--- config.mk ---
export PLATFORM = sky130hd
export DESIGN_NAME = axis_spm_dac_serializer
export DESIGN_NICKNAME = d
export VERILOG_FILES = /design/src/rtl/spm_dac_pkg.sv /design/src/rtl/axis_spm_dac_serializer_lane.sv /design/src/rtl/axis_spm_dac_serializer.sv
export SDC_FILE = /design/constraint.sdc
export NUM_CORES = 1
export LEC_CHECK = 0
export BUFFER_PORTS_ARGS = -buffer_cell sky130_fd_sc_hd__buf_2
export CORE_MARGIN = 10
export CORE_UTILIZATION = 50
export CTS_BUF_LIST = sky130_fd_sc_hd__clkbuf_4
export CTS_CLUSTER_SIZE = 40
export DETAILED_ROUTE_END_ITERATION = 10
export PLACE_DENSITY = 0.79
export SLEW_MARGIN = 0
export SYNTH_ARGS = -nofsm -noshare
export SYNTH_HDL_FRONTEND = slang
export SYNTH_SLANG_ARGS = --single-unit
--- constraint.sdc ---
create_clock -name a_clk -period 5.86 [get_ports a_clk]
set_input_delay 0.586 -clock a_clk [delete_from_list [all_inputs] [get_ports a_clk]]
set_output_delay 0.586 -clock a_clk [all_outputs]
set_load 0.02 [all_outputs]
--- src/rtl/spm_dac_pkg.sv ---
// Shared definitions for the SPM DAC serializer: frame layout, FSM states and
// the Q31 -> DAC code conversion (round to nearest, saturate positive overflow).
package spm_dac_pkg;

  localparam int unsigned FRAME_W = 32'd24;
  localparam int unsigned CMD_W   = 32'd4;
  localparam int unsigned CODE_W  = FRAME_W - CMD_W;

  localparam logic [CMD_W-1:0] CMD_WRITE = 4'b0001;

  typedef enum logic [2:0] {
    ST_IDLE  = 3'd0,
    ST_LOAD  = 3'd1,
    ST_SHIFT = 3'd2,
    ST_GAP   = 3'd3,
    ST_LDAC  = 3'd4
  } dac_state_e;

  // Returns the code left-aligned in CODE_W bits, so narrower DACs get zero LSB padding.
  function automatic logic [CODE_W-1:0] q31_to_code(input logic [31:0] d,
                                                    input int unsigned dac_bits,
                                                    input logic offset_bin);
    logic signed [32:0]  sum_v;
    logic signed [31:0]  sat_v;
    logic signed [31:0]  shr_v;
    logic [CODE_W-1:0]   code_v;
    sum_v = $signed({d[31], d}) + (33'sd1 <<< (32'd31 - dac_bits));
    // Only the positive side can overflow: the input is never below -2^31.
    if (sum_v > 33'sh0_7FFF_FFFF) begin
      sat_v = 32'sh7FFF_FFFF;
    end else begin
      sat_v = sum_v[31:0];
    end
    shr_v  = sat_v >>> (32'd32 - dac_bits);
    code_v = shr_v[CODE_W-1:0] << (CODE_W - dac_bits);
    code_v[CODE_W-1] = code_v[CODE_W-1] ^ offset_bin;
    return code_v;
  endfunction

endpackage

--- src/rtl/axis_spm_dac_serializer_lane.sv ---
// One DAC lane: converts the channel sample to a frame and shifts it out MSB first.
module spm_dac_lane
  import spm_dac_pkg::*;
#(
  parameter int unsigned          DAC_BITS   = 32'd20,
  parameter int unsigned          OFFSET_BIN = 32'd0,
  parameter logic [FRAME_W-1:0]   CTRL_WORD  = 24'h200012
) (
  input  logic        a_clk,
  input  logic        a_resetn,
  input  logic [31:0] tdata,
  input  logic        load_ctrl,
  input  logic        load_data,
  input  logic        shift_en,
  output logic        sdi
);

  logic [FRAME_W-1:0] sr_r;
  logic [CODE_W-1:0]  code_s;

  assign code_s = q31_to_code(tdata, DAC_BITS, OFFSET_BIN != 32'd0);

  // Frame shift register; zeros shift in so the line idles low after a frame.
  always_ff @(posedge a_clk or negedge a_resetn) begin
    if (!a_resetn) begin
      sr_r <= {FRAME_W{1'b0}};
    end else if (load_ctrl) begin
      sr_r <= CTRL_WORD;
    end else if (load_data) begin
      sr_r <= {CMD_WRITE, code_s};
    end else if (shift_en) begin
      sr_r <= {sr_r[FRAME_W-2:0], 1'b0};
    end else begin
      sr_r <= sr_r;
    end
  end

  assign sdi = sr_r[FRAME_W-1];

endmodule

--- src/rtl/axis_spm_dac_serializer.sv ---
// Latches four Q31 control outputs on an update tick and drives four parallel
// 20-bit serial DACs over shared SCLK/SYNCn/LDACn, with a one-time init frame.
module axis_spm_dac_serializer
  import spm_dac_pkg::*;
#(
  parameter int unsigned        DAC_BITS      = 32'd20,
  parameter int unsigned        SCLK_HALF     = 32'd2,
  parameter int unsigned        SYNC_GAP      = 32'd4,
  parameter int unsigned        LDAC_W        = 32'd3,
  parameter int unsigned        UPDATE_PERIOD = 32'd128,
  parameter int unsigned        OFFSET_BIN    = 32'd0,
  parameter logic [FRAME_W-1:0] CTRL_WORD     = 24'h200012
) (
  input  logic        a_clk,
  input  logic        a_resetn,
  input  logic [31:0] S_AXIS1_tdata,
  input  logic        S_AXIS1_tvalid,
  input  logic [31:0] S_AXIS2_tdata,
  input  logic        S_AXIS2_tvalid,
  input  logic [31:0] S_AXIS3_tdata,
  input  logic        S_AXIS3_tvalid,
  input  logic [31:0] S_AXIS4_tdata,
  input  logic        S_AXIS4_tvalid,
  input  logic        dac_enable,
  output logic        dac_sclk,
  output logic        dac_syncn,
  output logic [3:0]  dac_sdi,
  output logic        dac_ldacn,
  output logic        busy,
  output logic        overrun,
  output logic [31:0] frame_count
);

  localparam int unsigned PH_W   = $clog2(2 * SCLK_HALF);
  localparam int unsigned CNT_W  = $clog2(SYNC_GAP + LDAC_W + 1);
  localparam int unsigned TICK_W = $clog2(UPDATE_PERIOD);

  localparam logic [PH_W-1:0]   PH_LAST   = PH_W'(2 * SCLK_HALF - 1);
  localparam logic [PH_W-1:0]   PH_HIGH   = PH_W'(SCLK_HALF);
  localparam logic [4:0]        BIT_LAST  = 5'(FRAME_W - 1);
  localparam logic [CNT_W-1:0]  GAP_LAST  = CNT_W'(SYNC_GAP - 1);
  localparam logic [CNT_W-1:0]  LDAC_LAST = CNT_W'(LDAC_W - 1);
  localparam logic [TICK_W-1:0] TICK_LAST = TICK_W'(UPDATE_PERIOD - 1);

  dac_state_e        state_r, state_s;
  logic [PH_W-1:0]   ph_r, ph_s;
  logic [4:0]        bit_r, bit_s;
  logic [CNT_W-1:0]  cnt_r, cnt_s;
  logic [TICK_W-1:0] tick_cnt_r, tick_cnt_s;
  logic              init_done_r, init_done_s;
  logic              is_init_r, is_init_s;
  logic              en_d_r;
  logic              overrun_r, overrun_s;
  logic [31:0]       frame_count_r, frame_count_s;
  logic              sclk_r, sclk_s;
  logic              syncn_r, syncn_s;
  logic              ldacn_r, ldacn_s;
  logic              busy_r, busy_s;
  logic              tick_s;
  logic              load_ctrl_s, load_data_s, shift_en_s;
  logic              tvalid_unused_s;
  logic [31:0]       tdata_s [4];

  // The current sample is always taken, so tvalid carries no meaning here.
  assign tvalid_unused_s = S_AXIS1_tvalid & S_AXIS2_tvalid & S_AXIS3_tvalid & S_AXIS4_tvalid;

  assign tdata_s[0] = S_AXIS1_tdata;
  assign tdata_s[1] = S_AXIS2_tdata;
  assign tdata_s[2] = S_AXIS3_tdata;
  assign tdata_s[3] = S_AXIS4_tdata;

  assign tick_s = (tick_cnt_r == {TICK_W{1'b0}});

  // Next-state, counters and the next value of every registered output.
  always_comb begin
    state_s       = state_r;
    ph_s          = ph_r;
    bit_s         = bit_r;
    cnt_s         = cnt_r;
    init_done_s   = init_done_r;
    is_init_s     = is_init_r;
    frame_count_s = frame_count_r;
    load_ctrl_s   = 1'b0;
    load_data_s   = 1'b0;
    shift_en_s    = 1'b0;

    if (tick_cnt_r == TICK_LAST) begin
      tick_cnt_s = {TICK_W{1'b0}};
    end else begin
      tick_cnt_s = tick_cnt_r + {{(TICK_W-1){1'b0}}, 1'b1};
    end

    case (state_r)
      ST_IDLE: begin
        if (dac_enable && tick_s) begin
          state_s = ST_LOAD;
        end else begin
          state_s = ST_IDLE;
        end
      end
      ST_LOAD: begin
        load_ctrl_s = ~init_done_r;
        load_data_s = init_done_r;
        is_init_s   = ~init_done_r;
        ph_s        = {PH_W{1'b0}};
        bit_s       = 5'd0;
        state_s     = ST_SHIFT;
      end
      ST_SHIFT: begin
        if (ph_r == PH_LAST) begin
          ph_s       = {PH_W{1'b0}};
          shift_en_s = 1'b1;
          if (bit_r == BIT_LAST) begin
            cnt_s   = {CNT_W{1'b0}};
            state_s = ST_GAP;
          end else begin
            bit_s = bit_r + 5'd1;
          end
        end else begin
          ph_s = ph_r + {{(PH_W-1){1'b0}}, 1'b1};
        end
      end
      ST_GAP: begin
        if (cnt_r == GAP_LAST) begin
          cnt_s = {CNT_W{1'b0}};
          if (!is_init_r) begin
            state_s = ST_LDAC;
          end else if (dac_enable) begin
            init_done_s = 1'b1;
            state_s     = ST_LOAD;
          end else begin
            state_s = ST_IDLE;
          end
        end else begin
          cnt_s = cnt_r + {{(CNT_W-1){1'b0}}, 1'b1};
        end
      end
      ST_LDAC: begin
        if (cnt_r == LDAC_LAST) begin
          frame_count_s = frame_count_r + 32'd1;
          state_s       = ST_IDLE;
        end else begin
          cnt_s = cnt_r + {{(CNT_W-1){1'b0}}, 1'b1};
        end
      end
      default: begin
        state_s = ST_IDLE;
      end
    endcase

    // Losing enable forces the DACs to be re-initialised on the next run.
    if (!dac_enable) begin
      init_done_s = 1'b0;
    end else begin
      init_done_s = init_done_s;
    end

    if (en_d_r && !dac_enable) begin
      overrun_s = 1'b0;
    end else if (tick_s && (state_r != ST_IDLE)) begin
      overrun_s = 1'b1;
    end else begin
      overrun_s = overrun_r;
    end

    syncn_s = (state_s != ST_SHIFT);
    sclk_s  = (state_s == ST_SHIFT) && (ph_s < PH_HIGH);
    ldacn_s = (state_s != ST_LDAC);
    busy_s  = (state_s != ST_IDLE);
  end

  // State, counters and registered outputs.
  always_ff @(posedge a_clk or negedge a_resetn) begin
    if (!a_resetn) begin
      state_r       <= ST_IDLE;
      ph_r          <= {PH_W{1'b0}};
      bit_r         <= 5'd0;
      cnt_r         <= {CNT_W{1'b0}};
      tick_cnt_r    <= {TICK_W{1'b0}};
      init_done_r   <= 1'b0;
      is_init_r     <= 1'b0;
      en_d_r        <= 1'b0;
      overrun_r     <= 1'b0;
      frame_count_r <= 32'd0;
      sclk_r        <= 1'b0;
      syncn_r       <= 1'b1;
      ldacn_r       <= 1'b1;
      busy_r        <= 1'b0;
    end else begin
      state_r       <= state_s;
      ph_r          <= ph_s;
      bit_r         <= bit_s;
      cnt_r         <= cnt_s;
      tick_cnt_r    <= tick_cnt_s;
      init_done_r   <= init_done_s;
      is_init_r     <= is_init_s;
      en_d_r        <= dac_enable;
      overrun_r     <= overrun_s;
      frame_count_r <= frame_count_s;
      sclk_r        <= sclk_s;
      syncn_r       <= syncn_s;
      ldacn_r       <= ldacn_s;
      busy_r        <= busy_s;
    end
  end

  for (genvar k = 0; k < 4; k++) begin : g_lane
    spm_dac_lane #(
      .DAC_BITS   (DAC_BITS),
      .OFFSET_BIN (OFFSET_BIN),
      .CTRL_WORD  (CTRL_WORD)
    ) u_lane (
      .a_clk     (a_clk),
      .a_resetn  (a_resetn),
      .tdata     (tdata_s[k]),
      .load_ctrl (load_ctrl_s),
      .load_data (load_data_s),
      .shift_en  (shift_en_s),
      .sdi       (dac_sdi[k])
    );
  end

  assign dac_sclk    = sclk_r;
  assign dac_syncn   = syncn_r;
  assign dac_ldacn   = ldacn_r;
  assign busy        = busy_r;
  assign overrun     = overrun_r;
  assign frame_count = frame_count_r;

endmodule

# Yosys cells after proc, flatten, opt, wreduce, memory -nomap -nowiden
# Index checks and enable logic that the tools add are counted.
[totals] register_bits=156 in_bits=135 out_inout_bits=41 elab_cells=114
[op_classes] addsub=9 order_cmp=5 eq_ne=19 mux=45 bitwise_logic=1 n_reduce_logical=17
[ops] operator="$mux 24" n=12
[ops] operator="$add 32x13->33 const B" n=4
[ops] operator="$gt 33x32->1 const B" n=4
[ops] operator="$mux 32" n=4
[ops] operator="$add 32x1->32 const B" n=1
[ops] operator="$mux 3" n=9
[ops] operator="$eq 3x2->1 const B" n=5
[ops] operator="$pmux 3 s5" n=1
[ops] operator="$mux 1" n=12
[ops] operator="$reduce_bool 3->1" n=4
[ops] operator="$mux 5" n=2
[ops] operator="$pmux 5 s2" n=1
[ops] operator="$pmux 3 s3" n=1
[ops] operator="$ne 2x2->1 const B" n=4
[ops] operator="$add 7x1->7 const B" n=1
[ops] operator="$eq 7x7->1 const B" n=1
[ops] operator="$logic_not 7->1" n=1
[ops] operator="$mux 7" n=1
[ops] operator="$ne 2x1->1 const B" n=3
[ops] operator="$reduce_and 3->1" n=2
[ops] operator="$add 5x1->5 const B" n=1
[ops] operator="$eq 5x5->1 const B" n=1
[ops] operator="$logic_and 1x1->1" n=4
[ops] operator="$pmux 2 s2" n=1
[ops] operator="15 further kinds" n=16

# Logic depth before layout (Yosys ltp)
[logic_depth] ltp_word=6 ltp_mapped=10

# Hierarchy
# Synthesis repeated with hierarchy kept, for this count alone.
[unflattened] hier_cells=1069 area_unflattened_um2=10004.6
[by_module_without_submodules] mod="spm_dac_lane at g_lane[0].u_lane ..." instances=3 cells_each=195 area_per_inst_um2=1761.7
[by_module_without_submodules] mod="axis_spm_dac_serializer" instances=1 cells_each=270 area_per_inst_um2=2919.0
[by_module_without_submodules] mod="spm_dac_lane at g_lane[2].u_lane" instances=1 cells_each=214 area_per_inst_um2=1800.5

# Least setup slack after synthesis
# No wires, ideal clock.
[synth_timing] kind="input -> register" startpoint="in S_AXIS4_tdata[11]" endpoint="reg g_lane[3].u_lane.sr_r[10]" setup_time_ns=0.126 arrival_time_ns=2.680 required_ns=5.734 path_slack_ns=3.054 path_stages=10 path_buffers=2 path_cell_list="ha_1 > buf_2 > nand4_1 > nor4b_1 > a31o_2 > a22oi_1 > a31oi_1 > buf_2 > o21ai_1 > a221o_1"
[synth_via] elab_chain_cells=5
[synth_lines] item="start: declaration" line="axis_spm_dac_serializer.sv:22" rtl="input logic [31:0] S_AXIS4_tdata,"
[synth_lines] item="$add 32x13->33 (*)" line="spm_dac_pkg.sv:27" rtl="sum_v = $signed({d[31], d}) + (33'sd1 <<< (32'd31 - dac_bits));"
[synth_lines] item="$gt 33x32->1" line="spm_dac_pkg.sv:29" rtl="if (sum_v > 33'sh0_7FFF_FFFF) begin"
[synth_lines] item="$mux 32 (*)" line="spm_dac_pkg.sv:29"
[synth_lines] item="$mux 24 (*)" line="axis_spm_dac_serializer_lane.sv:29" rtl="end else if (load_data) begin"
[synth_lines] item="$mux 24 (*)" line="axis_spm_dac_serializer_lane.sv:27" rtl="end else if (load_ctrl) begin"
[synth_lines] item="end signal: assignment" line="axis_spm_dac_serializer_lane.sv:26" rtl="sr_r <= {FRAME_W{1'b0}};"
[synth_lines] item="end signal: assignment" line="axis_spm_dac_serializer_lane.sv:30" rtl="sr_r <= {CMD_WRITE, code_s};"
[synth_lines] item="end signal: assignment" line="axis_spm_dac_serializer_lane.sv:32" rtl="sr_r <= {sr_r[FRAME_W-2:0], 1'b0};"
[synth_lines] item="end: declaration" line="axis_spm_dac_serializer_lane.sv:18" rtl="logic [FRAME_W-1:0] sr_r;"
# Mark *: on every way between the ends. The rest lies on a longest branch, timed or not.
# A chain may end at the register's enable or synchronous reset.

# Worst setup path in the final report
[layout_timing] startpoint="in S_AXIS4_tdata[11]" endpoint="reg g_lane[3].u_lane.sr_r[6]"
# Same word-level chain as after synthesis.

==> metrics.md <==
| Metric | Value |
|---|---|
| Status | `complete, no violations` |
| Cells on worst reg2reg path | `6` |
| Post CTS Setup Buffer Count | `0` |
| Vias in the first global route | `8854` |
| Power Density | `188.6 nW/um^2` |
| Total power | `2.115 mW` |
| Worst setup EP type | `flop` |
| Nets | `1410` |
| # H-tree levels | `4` |
| Ys async rst share | `1.000` |
| Setup_tns | `0 ns` |
| Post-CTS Resized | `0` |
| Initial antenna violation count | `0` |
| Post-route DRC | `0` |
| Clock Latency Late Sink | `0.56 ns` |
| Critical Path Source Type | `primary input` |
| Sequential fraction of the synthesis area | `0.3923` |
| WHS | `0.1413 ns` |
| First drt pass iteration count | `5` |
| Layout fillers | `1801` |
| First-pass GRT wire length | `41170 um` |
| Final min period | `3.389 ns` |
| Setup CP Type | `in -> reg` |
| Clock tree from TritonCTS | `yes` |
| Sw Share | `0.2549` |
| Worst slack, placed | `1.927 ns` |
| Share of cells above drive strength 1 | `0.1873` |
| Setup WS post-layout | `2.471 ns` |
| Final ANT Viol Nets | `0` |
| Vias per std cell | `5.794` |
| Total gr overflow | `0` |
| Hold/Removal Path Class | `in -> async` |
| Largest vdd supply drop | `0.0001181 V` |
| Seq cells post-synth | `156` |
| Relative slew margins | `0.1905` |
| Fraction of power consumed by sequential logic | `0.522` |
| GR Util All Layers | `0.1831` |
| Placed Area | `10880 sq um` |
| Vias | `8900` |
| Starting density of the core | `0.5100` |
| Clock Pin Slew Worst Setup and Hold Paths | `0.13 ns` |
| NetSw | `0.5392 mW` |
| Register area | `3906 sq um` |
| Die Height | `161.1 um` |
| Mean Syn Cell Area | `8.774 sq um` |
| # diodes | `0` |
| Clock buffer depth | `2` |
| Multi-input logic area | `5665 sq um` |
| Die area | `25960 sq um` |
| Worst R2R End | `g_lane[2].u_lane.sr_r[17]` |
| Required time of the critical path | `6.32 ns` |
| Reg2Reg Setup Slack | `2.94 ns` |
| Placer Congestion | `0.9158` |
| Worst Skew | `0.009363 ns` |
| Number of buffers created by CTS | `17` |
| Actual slew at the worst max-slew pin | `1.209 ns` |
| Post-synth EDFFs | `0` |
| Synth top area cells | `dfrtp_1 (39%), xnor2_1 (6.2%), nand2_1 (4.8%)` |
| Area Overhead vs Synth | `12.64%` |
| Logic pwr share | `0.120` |
| Fin cells | `1536` |
| Post-Synthesis Cells | `1135` |
| Die width | `161.1 um` |
| DPL Wire Length | `17800 um` |
| Clock network power share | `0.358` |
| Top cell type's share of synthesized area | `0.3870` |
| Worst EP arrival | `3.85 ns` |
| P_leak | `5.236 nW` |
| Internal Pwr Total | `1.576 mW` |
| Yosys Warn Count | `0` |
| Worst-path fanout max | `14` |
| Total I/O pin count | `176` |
| Max Cap Viol | `0` |
| Dpl cells | `1504` |
| CTS sink cnt | `156` |
| FP Rows | `51` |
| 1st-iter DRT viols | `688` |
| Biggest area consumer among synthesized cells | `dfrtp_1` |
| Largest net degree at the start of global routing | `108` |
| Placeable Area | `19530 sq um` |
| RSZ-0062 raised after global routing | `no` |
| Reg-to-reg startpoint | `state_r[1]` |
| Hold buffers post-CTS | `0` |
| Final Cell Area | `11220 sq um` |
| Setup violators final | `0` |
| Fin crit share | `0.5784` |
| CTS Root Cell | `clkbuf_4` |
| Max Freq | `295.1 MHz` |
| Finished Core Util | `0.5745` |
| Hold Fails Final Rpt | `0` |
| Synthesized area | `9958 sq um` |
| Synth cell types | `78` |
| IO buf count | `171` |
| Final WL | `24440 um` |
| Drt wl/cell | `15.91 um` |
| Syn nets | `1287` |
| Final Max Slew Viols | `0` |
| Top FF cell, synth | `dfrtp_1` |
## power by group through the flow
stage	sequential [mW]	combinational (mW)	clock, mW
finish	1.10	0.255	0.757
global route	1.11	0.286	0.816
CTS	1.10	0.256	0.771
detailed placement	1.12	0.255	0
global placement	1.12	0.250	0
floorplan	1.12	0.141	0
## sequential cells by signal, summed over array words and instances, names as in the netlist
signal and count:
cnt_r 3, dac_ldacn 1, is_init_r 1, init_done_r 1, en_d_r 1, ph_r 2
bit_r 5, overrun 1, tick_cnt_r 7, frame_count 32, g_lane.u_lane.sr_r 96, dac_syncn 1
state_r 3, dac_sclk 1, busy 1
## cell type report
type / instances / share of cell area
clock inverter: 14 / 0.01785
timing repair buffer: 177 / 0.08087
clock buffer: 18 / 0.01205
inverter: 19 / 0.006358
tap: 265 / 0.02956
sequential: 156 / 0.3482
multi-input combinational: 887 / 0.5051
## cell usage in the layout (no fill, tap or decap), types with 9 or more instances in the layout
cell,netlist,layout
a21o_1,17,17
a21oi_1,81,81
a221o_1,13,13
a22o_1,9,9
a2bb2oi_1,10,10
a31oi_1,9,9
and3_1,55,55
and4_1,12,12
buf_2,13,170
clkbuf_4,0,18
dfrtp_1,154,154
ha_1,17,17
inv_1,19,19
mux2i_1,10,10
nand2_1,128,127
nand2b_1,10,9
nand3_1,63,63
nand4_1,44,44
nor2_1,79,79
nor3_1,16,16
nor4_1,13,13
o21ai_0,34,34
o21ai_1,32,32
o22ai_1,12,12
xnor2_1,71,71
xor2_1,38,38
## kinds of logic (layout without fill, tap and decap cells)
family | count (synthesis) | after routing | share of synthesized area
simple gates | 469 | 469 | 0.2469
flops | 156 | 156 | 0.3923
mux | 11 | 11 | 0.01118
compound gates | 280 | 280 | 0.1907
buf+inv | 92 | 228 | 0.04008
xor+xnor | 110 | 110 | 0.09750
fa+ha+maj | 17 | 17 | 0.02136
## routing by layer
layer	up-vias	track usage	share of wire
met1	4280	0.2276	0.46
met2	217	0.3126	0.48
met5	-	0	0
met3	19	0.04194	0.050
li1	4384	-	-
met4	0	0.04880	0.0087
## cell usage after synthesis (5+ instances only)
master / n
and4_1: 12
clkbuf_1: 49
and2_1: 8
a22oi_1: 5
or3_1: 5
o21a_1: 5
nand2b_1: 10
o21ai_1: 32
a2bb2oi_2: 8
buf_4: 5
xnor2_1: 71
a21oi_1: 81
nor3_1: 16
nand2_1: 128
nand3_1: 63
dfrtp_1: 154
and3_1: 55
o22ai_1: 12
nand4_1: 44
nor4_1: 13
buf_2: 13
nor2b_1: 5
nor2_1: 79
mux2i_1: 10
o21ai_0: 34
a22o_1: 9
inv_1: 19
a221o_1: 13
a21o_1: 17
ha_1: 17
a2bb2oi_1: 10
xor2_1: 38
a31oi_1: 9
## critical path, cell delays in order
cell     delay, ns
buf_2         0.14
ha_1          0.40
nand4_1       0.25
nor4b_1       0.69
a31o_2        0.26
a22oi_1       0.08
a31oi_1       0.86
o21ai_0       0.21
a221o_1       0.36
## worst max-delay path by stage
stage | startpoint | slack (ns) | end
3_3_place_gp | S_AXIS4_tdata[11] | 2.02 | g_lane[3].u_lane.sr_r[8]
3_5_place_dp | S_AXIS4_tdata[11] | 1.93 | g_lane[3].u_lane.sr_r[6]
4_1_cts | S_AXIS4_tdata[11] | 2.54 | g_lane[3].u_lane.sr_r[6]
2_1_floorplan | S_AXIS4_tdata[11] | 3.05 | g_lane[3].u_lane.sr_r[10]
6_report | S_AXIS4_tdata[11] | 2.47 | g_lane[3].u_lane.sr_r[6]
5_1_grt | S_AXIS4_tdata[11] | 2.31 | g_lane[3].u_lane.sr_r[5]
No activity file was read; power rests on OpenSTA's default activity.
